`config.mk`:
```
export PLATFORM = sky130hd
export DESIGN_NAME = uart_tx_arbiter
export DESIGN_NICKNAME = d
export VERILOG_FILES = /design/src/rtl/uart_tx_arbiter.sv
export SDC_FILE = /design/constraint.sdc
export NUM_CORES = 1
export LEC_CHECK = 0
export CAP_MARGIN = 20
export CORE_MARGIN = 2
export CORE_UTILIZATION = 41
export DETAILED_ROUTE_END_ITERATION = 6
export GPL_TIMING_DRIVEN = 1
export PLACE_DENSITY = 0.79
export SLEW_MARGIN = 20
export SYNTH_ARGS = -nofsm -noshare
export SYNTH_HDL_FRONTEND = slang
export SYNTH_SLANG_ARGS = --single-unit
```
`constraint.sdc`:
```
create_clock -name clk -period 2.1 [get_ports clk]
set_clock_uncertainty 0.15 [all_clocks]
set_input_delay 0.42 -clock clk [delete_from_list [all_inputs] [get_ports clk]]
set_output_delay 0.42 -clock clk [all_outputs]
set_load 0.02 [all_outputs]
```
`src/rtl/uart_tx_arbiter.sv`:
```
// ============================================================================
// Module   : uart_tx_arbiter
// Purpose  : Shares one uart_tx transmitter between NUM_REQ byte requesters.
//            A round-robin arbiter picks one pending requester, latches its
//            byte, issues a one-cycle tx_start and then follows tx_busy until
//            the frame is finished. If tx_busy never rises after the start,
//            the grant is abandoned and a sticky timeout flag is raised.
//
// Build option:
//            UART_TX_ARB_FIXED_PRIO_EN - when defined, the lowest set req
//            index always wins and the round-robin pointer has no effect.
//
// Ports    : clk          in   system clock, rising edge
//            reset        in   asynchronous active-high reset
//            req          in   [NUM_REQ]   per-requester byte pending
//            req_data     in   [8*NUM_REQ] byte i on bits [8*i+7:8*i]
//            ack          out  [NUM_REQ]   one-hot pulse, byte accepted
//            grant_id     out  [ID_W]      current/last granted requester
//            tx_start     out  one-cycle start pulse to uart_tx
//            tx_data      out  [8]         latched byte to uart_tx
//            tx_busy      in   busy flag from uart_tx
//            arb_busy     out  high whenever the arbiter is not idle
//            timeout_err  out  sticky, tx_busy failed to rise in time
//
// Revision : 1.0  initial release
// ============================================================================
`default_nettype none

module uart_tx_arbiter #(
   parameter  int NUM_REQ       = 4,
   parameter  int BUSY_WAIT_MAX = 8,
   localparam int ID_W          = $clog2(NUM_REQ)
) (
   input  logic                 clk,
   input  logic                 reset,
   input  logic [NUM_REQ-1:0]   req,
   input  logic [8*NUM_REQ-1:0] req_data,
   output logic [NUM_REQ-1:0]   ack,
   output logic [ID_W-1:0]      grant_id,
   output logic                 tx_start,
   output logic [7:0]           tx_data,
   input  logic                 tx_busy,
   output logic                 arb_busy,
   output logic                 timeout_err
);

   localparam int              c_cnt_w    = $clog2(BUSY_WAIT_MAX + 1);
   localparam logic [c_cnt_w-1:0] c_cnt_last = c_cnt_w'(BUSY_WAIT_MAX - 1);
   localparam logic [ID_W-1:0] c_ptr_rst  = ID_W'(NUM_REQ - 1);

   typedef enum logic [1:0] {
      S_IDLE      = 2'd0,
      S_START     = 2'd1,
      S_WAIT_BUSY = 2'd2,
      S_WAIT_DONE = 2'd3
   } state_t;

   state_t               state_q, state_d;
   logic [ID_W-1:0]      ptr_q, ptr_d;
   logic [c_cnt_w-1:0]   cnt_q, cnt_d;
   logic [NUM_REQ-1:0]   ack_q, ack_d;
   logic [ID_W-1:0]      grant_id_q, grant_id_d;
   logic                 tx_start_q, tx_start_d;
   logic [7:0]           tx_data_q, tx_data_d;
   logic                 arb_busy_q, arb_busy_d;
   logic                 timeout_err_q, timeout_err_d;

   logic                 w_win_valid;
   logic [ID_W-1:0]      w_win_id;
   logic [7:0]           w_win_byte;

   // Winner selection
   always_comb begin
      w_win_valid = 1'b0;
      w_win_id    = '0;
`ifdef UART_TX_ARB_FIXED_PRIO_EN
      // Descending scan so the lowest set index is the last one written.
      for (int i = NUM_REQ - 1; i >= 0; i--) begin
         if (req[i]) begin
            w_win_valid = 1'b1;
            w_win_id    = ID_W'(i);
         end
      end
`else
      begin : b_rr_search
         int              idx;
         logic [ID_W-1:0] idx_w;
         // Start one past the last winner; the wrap is an explicit
         // subtraction so non-power-of-two NUM_REQ never indexes past the end.
         for (int k = 1; k <= NUM_REQ; k++) begin
            idx = int'(ptr_q) + k;
            if (idx >= NUM_REQ) idx = idx - NUM_REQ;
            idx_w = ID_W'(idx);
            if (!w_win_valid && req[idx_w]) begin
               w_win_valid = 1'b1;
               w_win_id    = idx_w;
            end
         end
      end
`endif
   end

   always_comb begin
      w_win_byte = 8'h00;
      for (int i = 0; i < NUM_REQ; i++) begin
         if (w_win_id == ID_W'(i)) w_win_byte = req_data[8*i +: 8];
      end
   end

   // Next-state logic; all outputs are registered so they line up with
   // the state they belong to (tx_start/ack are high exactly in START).
   always_comb begin
      state_d       = state_q;
      ptr_d         = ptr_q;
      cnt_d         = cnt_q;
      ack_d         = '0;
      grant_id_d    = grant_id_q;
      tx_start_d    = 1'b0;
      tx_data_d     = tx_data_q;
      timeout_err_d = timeout_err_q;

      case (state_q)
         S_IDLE: begin
            if (w_win_valid && !tx_busy) begin
               state_d    = S_START;
               ptr_d      = w_win_id;
               grant_id_d = w_win_id;
               tx_data_d  = w_win_byte;
               tx_start_d = 1'b1;
               ack_d      = NUM_REQ'(1) << w_win_id;
            end
         end
         S_START: begin
            state_d = S_WAIT_BUSY;
            cnt_d   = '0;
         end
         S_WAIT_BUSY: begin
            if (tx_busy) begin
               state_d = S_WAIT_DONE;
            end else if (cnt_q == c_cnt_last) begin
               timeout_err_d = 1'b1;
               state_d       = S_IDLE;
            end else begin
               cnt_d = cnt_q + c_cnt_w'(1);
            end
         end
         S_WAIT_DONE: begin
            if (!tx_busy) state_d = S_IDLE;
         end
         default: state_d = S_IDLE;
      endcase

      arb_busy_d = (state_d != S_IDLE);
   end

   always_ff @(posedge clk or posedge reset) begin
      if (reset) begin
         state_q       <= S_IDLE;
         ptr_q         <= c_ptr_rst;
         cnt_q         <= '0;
         ack_q         <= '0;
         grant_id_q    <= '0;
         tx_start_q    <= 1'b0;
         tx_data_q     <= 8'h00;
         arb_busy_q    <= 1'b0;
         timeout_err_q <= 1'b0;
      end else begin
         state_q       <= state_d;
         ptr_q         <= ptr_d;
         cnt_q         <= cnt_d;
         ack_q         <= ack_d;
         grant_id_q    <= grant_id_d;
         tx_start_q    <= tx_start_d;
         tx_data_q     <= tx_data_d;
         arb_busy_q    <= arb_busy_d;
         timeout_err_q <= timeout_err_d;
      end
   end

   assign ack         = ack_q;
   assign grant_id    = grant_id_q;
   assign tx_start    = tx_start_q;
   assign tx_data     = tx_data_q;
   assign arb_busy    = arb_busy_q;
   assign timeout_err = timeout_err_q;

endmodule

`default_nettype wire

```
==> results.ini <==
[sta]
rsz0062_at_grt=false
drv_slew=0
tightest_slew_ns=0.323
post-route-period-util_pct=92.3
fin_crit_ns=1.94
holdWs_ns=0.305
hold_viol_final=0
setup_violations=0
slew_headroom_pct=78.3
fmax_mhz=516

[setup_path]
slowest_stage=clkdlybuf4s50_1
r2r_cells=6
required_ns=2.14
path_cells=clkdlybuf4s50_1 > and2b_4 > o21ai_2 > o311ai_4 > buf_12 > mux2i_1 > o221ai_1
cp.arrival_ns=1.97
crit_path_max_incr_delay_ns=0.48
path_class=input port to flip-flop
end_kind=flip-flop
critPathLaunchType=input port
cp_max_fo=18

[synth]
yosysMostFrequentCell=dfrtp_1
ys_seq_area_share_pct=49.5
synth_cells=119
syn_avg_cell_area_sq_um=10.7
synth_seq_cells=25
yosys.area.top_type=dfrtp_1
ys_top_cells_by_area=dfrtp_1 45%, mux2i_1 13%, o221ai_1 5.5%
synth.distinct_cells=34
synth-async-reset-ratio_pct=100
yosys_warnings=0
synth_top_cells_by_count=23 x dfrtp_1, 17 x nand2_1, 16 x mux2i_1, 10 x nor2_1, 8 x o221ai_1
synth_nets=159
syn_area_sq_um=1270
synth_flop_cell=dfrtp_1
synth_edf_count=0
synth_top_area_share_pct=45.4

[cts]
cts.path.max_buffers=2
postCtsSetupRepairBufs=0
htree_levels=1
cts_hold_buf=0
clkSlewWorstSetupHoldPaths_ns=0.13
cts_root_buffer=clkbuf_4
cts_sinks=25
cts_made_buffers=3
cts_tree=built
clk_latency_ns=0.31
ctsResizeCount=0

[pwr]
p_per_area_nw_per_um2=1080
power.total_mw=2.19
power.leakage_nw=0.929
ir_worst_vdd_mv=0.590

[worst_hold_path]
hold_path_class=input port to async pin

[die]
core.rowCount=20
io_pins=56
die_area_sq_um=3560
die_x_um=59.6
start_util_pct=42.3
die_h_um=59.6
coreArea_sq_um=3000

[cells_and_area]
antennaDiodeCount=0
fin_nets=234
final_cells=226
fillCellCount=236
drive_gt1_share_pct=16.6
area_growth_pct=59.2
fin_area_sq_um=2020

[place]
numPortBuffers=55
dpl.cell_count=222
placed_cell_area_sq_um=1990
hpwl_mm=2.63
gp_congestion=0.912

[detailed_routing]
viasPerCell=5.27
top_layer=met4
wl_per_cell_um=14.4
met1_length_mm=1.39
route.met2.wl_mm=1.73
drt_wl_total_mm=3.25
met3_length_um=89
drcViolationCount=0
drt_iter0_drc=25
num_vias=1192
firstDrtPassIters=4
drtAntennaViolNets=0

[grt]
grtUsageTotal_pct=19.7
grt_antenna_before_repair=0
grt_pass1_vias=1210
grt_max_degree=26
grt_first_pass_wirelength_mm=5.33
grt-ovfl-total=0

[run_status]
status=finished, final reports clean

[run]
cap_violations=0

## worst paths after layout
| kind | start | endpoint | slack, ns |
|---|---|---|---|
| max | req[3] | tx_data[0]$_DFFE_PP0P_ | 0.16 |
| min in group clk | timeout_err$_DFFE_PP0P_ | timeout_err$_DFFE_PP0P_ | 0.34 |
| max reg2reg | ptr_q[0]$_DFFE_PP1P_ | tx_data[0]$_DFFE_PP0P_ | 0.20 |
| min reg2reg | timeout_err$_DFFE_PP0P_ | timeout_err$_DFFE_PP0P_ | 0.34 |
| max in group asynchronous | reset | ptr_q[1]$_DFFE_PP1P_ | 1.20 |
| min | reset | timeout_err$_DFFE_PP0P_ | 0.31 |
## worst max-delay path: cells and delay by family
kind | cells | cell delay, ns
buffers and inverters | 2 | 0.66
AOI/OAI and AO/OA | 3 | 0.50
muxes | 1 | 0.18
and+or+nand+nor | 1 | 0.20
## logic make-up after synthesis
group,share of synthesized area (%)
compound gates,16.6
fa+ha+maj,0.986
buf+inv,4.34
flops,49.5
mux,12.6
simple gates,16.0
## registers in the layout (all words and copies together) (netlist names)
name and flops:
state_q 2, ptr_q 2, arb_busy 1, ack 4, tx_start 1, timeout_err 1, tx_data 8, grant_id 2
cnt_q 4
## layout make-up
cell class | count | area (sq um) | share of cell area, %
flip-flops and latches | 25 | 628 | 31.1
well taps | 33 | 41.3 | 2.04
repair buffers | 74 | 706 | 34.9
inverters | 4 | 15.0 | 0.743
clock buffers | 4 | 26.3 | 1.30
multi-input cells | 86 | 603 | 29.9
## power by group
group,internal (mW),switching [mW]
sequential,0.663,0.127
clock,0.0741,0.135
combinational,0.624,0.566
total,1.36,0.828
## cell usage in the layout (no fill, tap or decap), types with 2 or more instances in the layout
cell and n:
a21o_1 3, o221ai_1 8, clkdlybuf4s50_1 55, o22ai_1 2
nand3_1 4, o21ai_0 3, nand2b_1 3, nor2_1 10
inv_1 3, buf_4 18, dfstp_2 2, o21ai_1 2
nor2b_1 3, mux2i_1 16, nand2_1 17, dfrtp_1 23
clkbuf_4 3
## per-layer routing
layer  vias up  global-route usage (%)
met5         -                       0
met4         0                    5.71
met3         4                    1.53
met2        29                    34.5
met1       577                    25.9
li1        582                       -
## through the flow
step	util (%)	TNS, ns	setup WS (ns)
2_1_floorplan	-	0	0.302
3_3_place_gp	66.4	-0.804	-0.109
3_5_place_dp	66.4	-1.31	-0.156
4_1_cts	67.3	0	0.172
5_1_grt	67.3	0	0.0817
6_report	67.3	0	0.162
(Power assumes the default switching activity.)
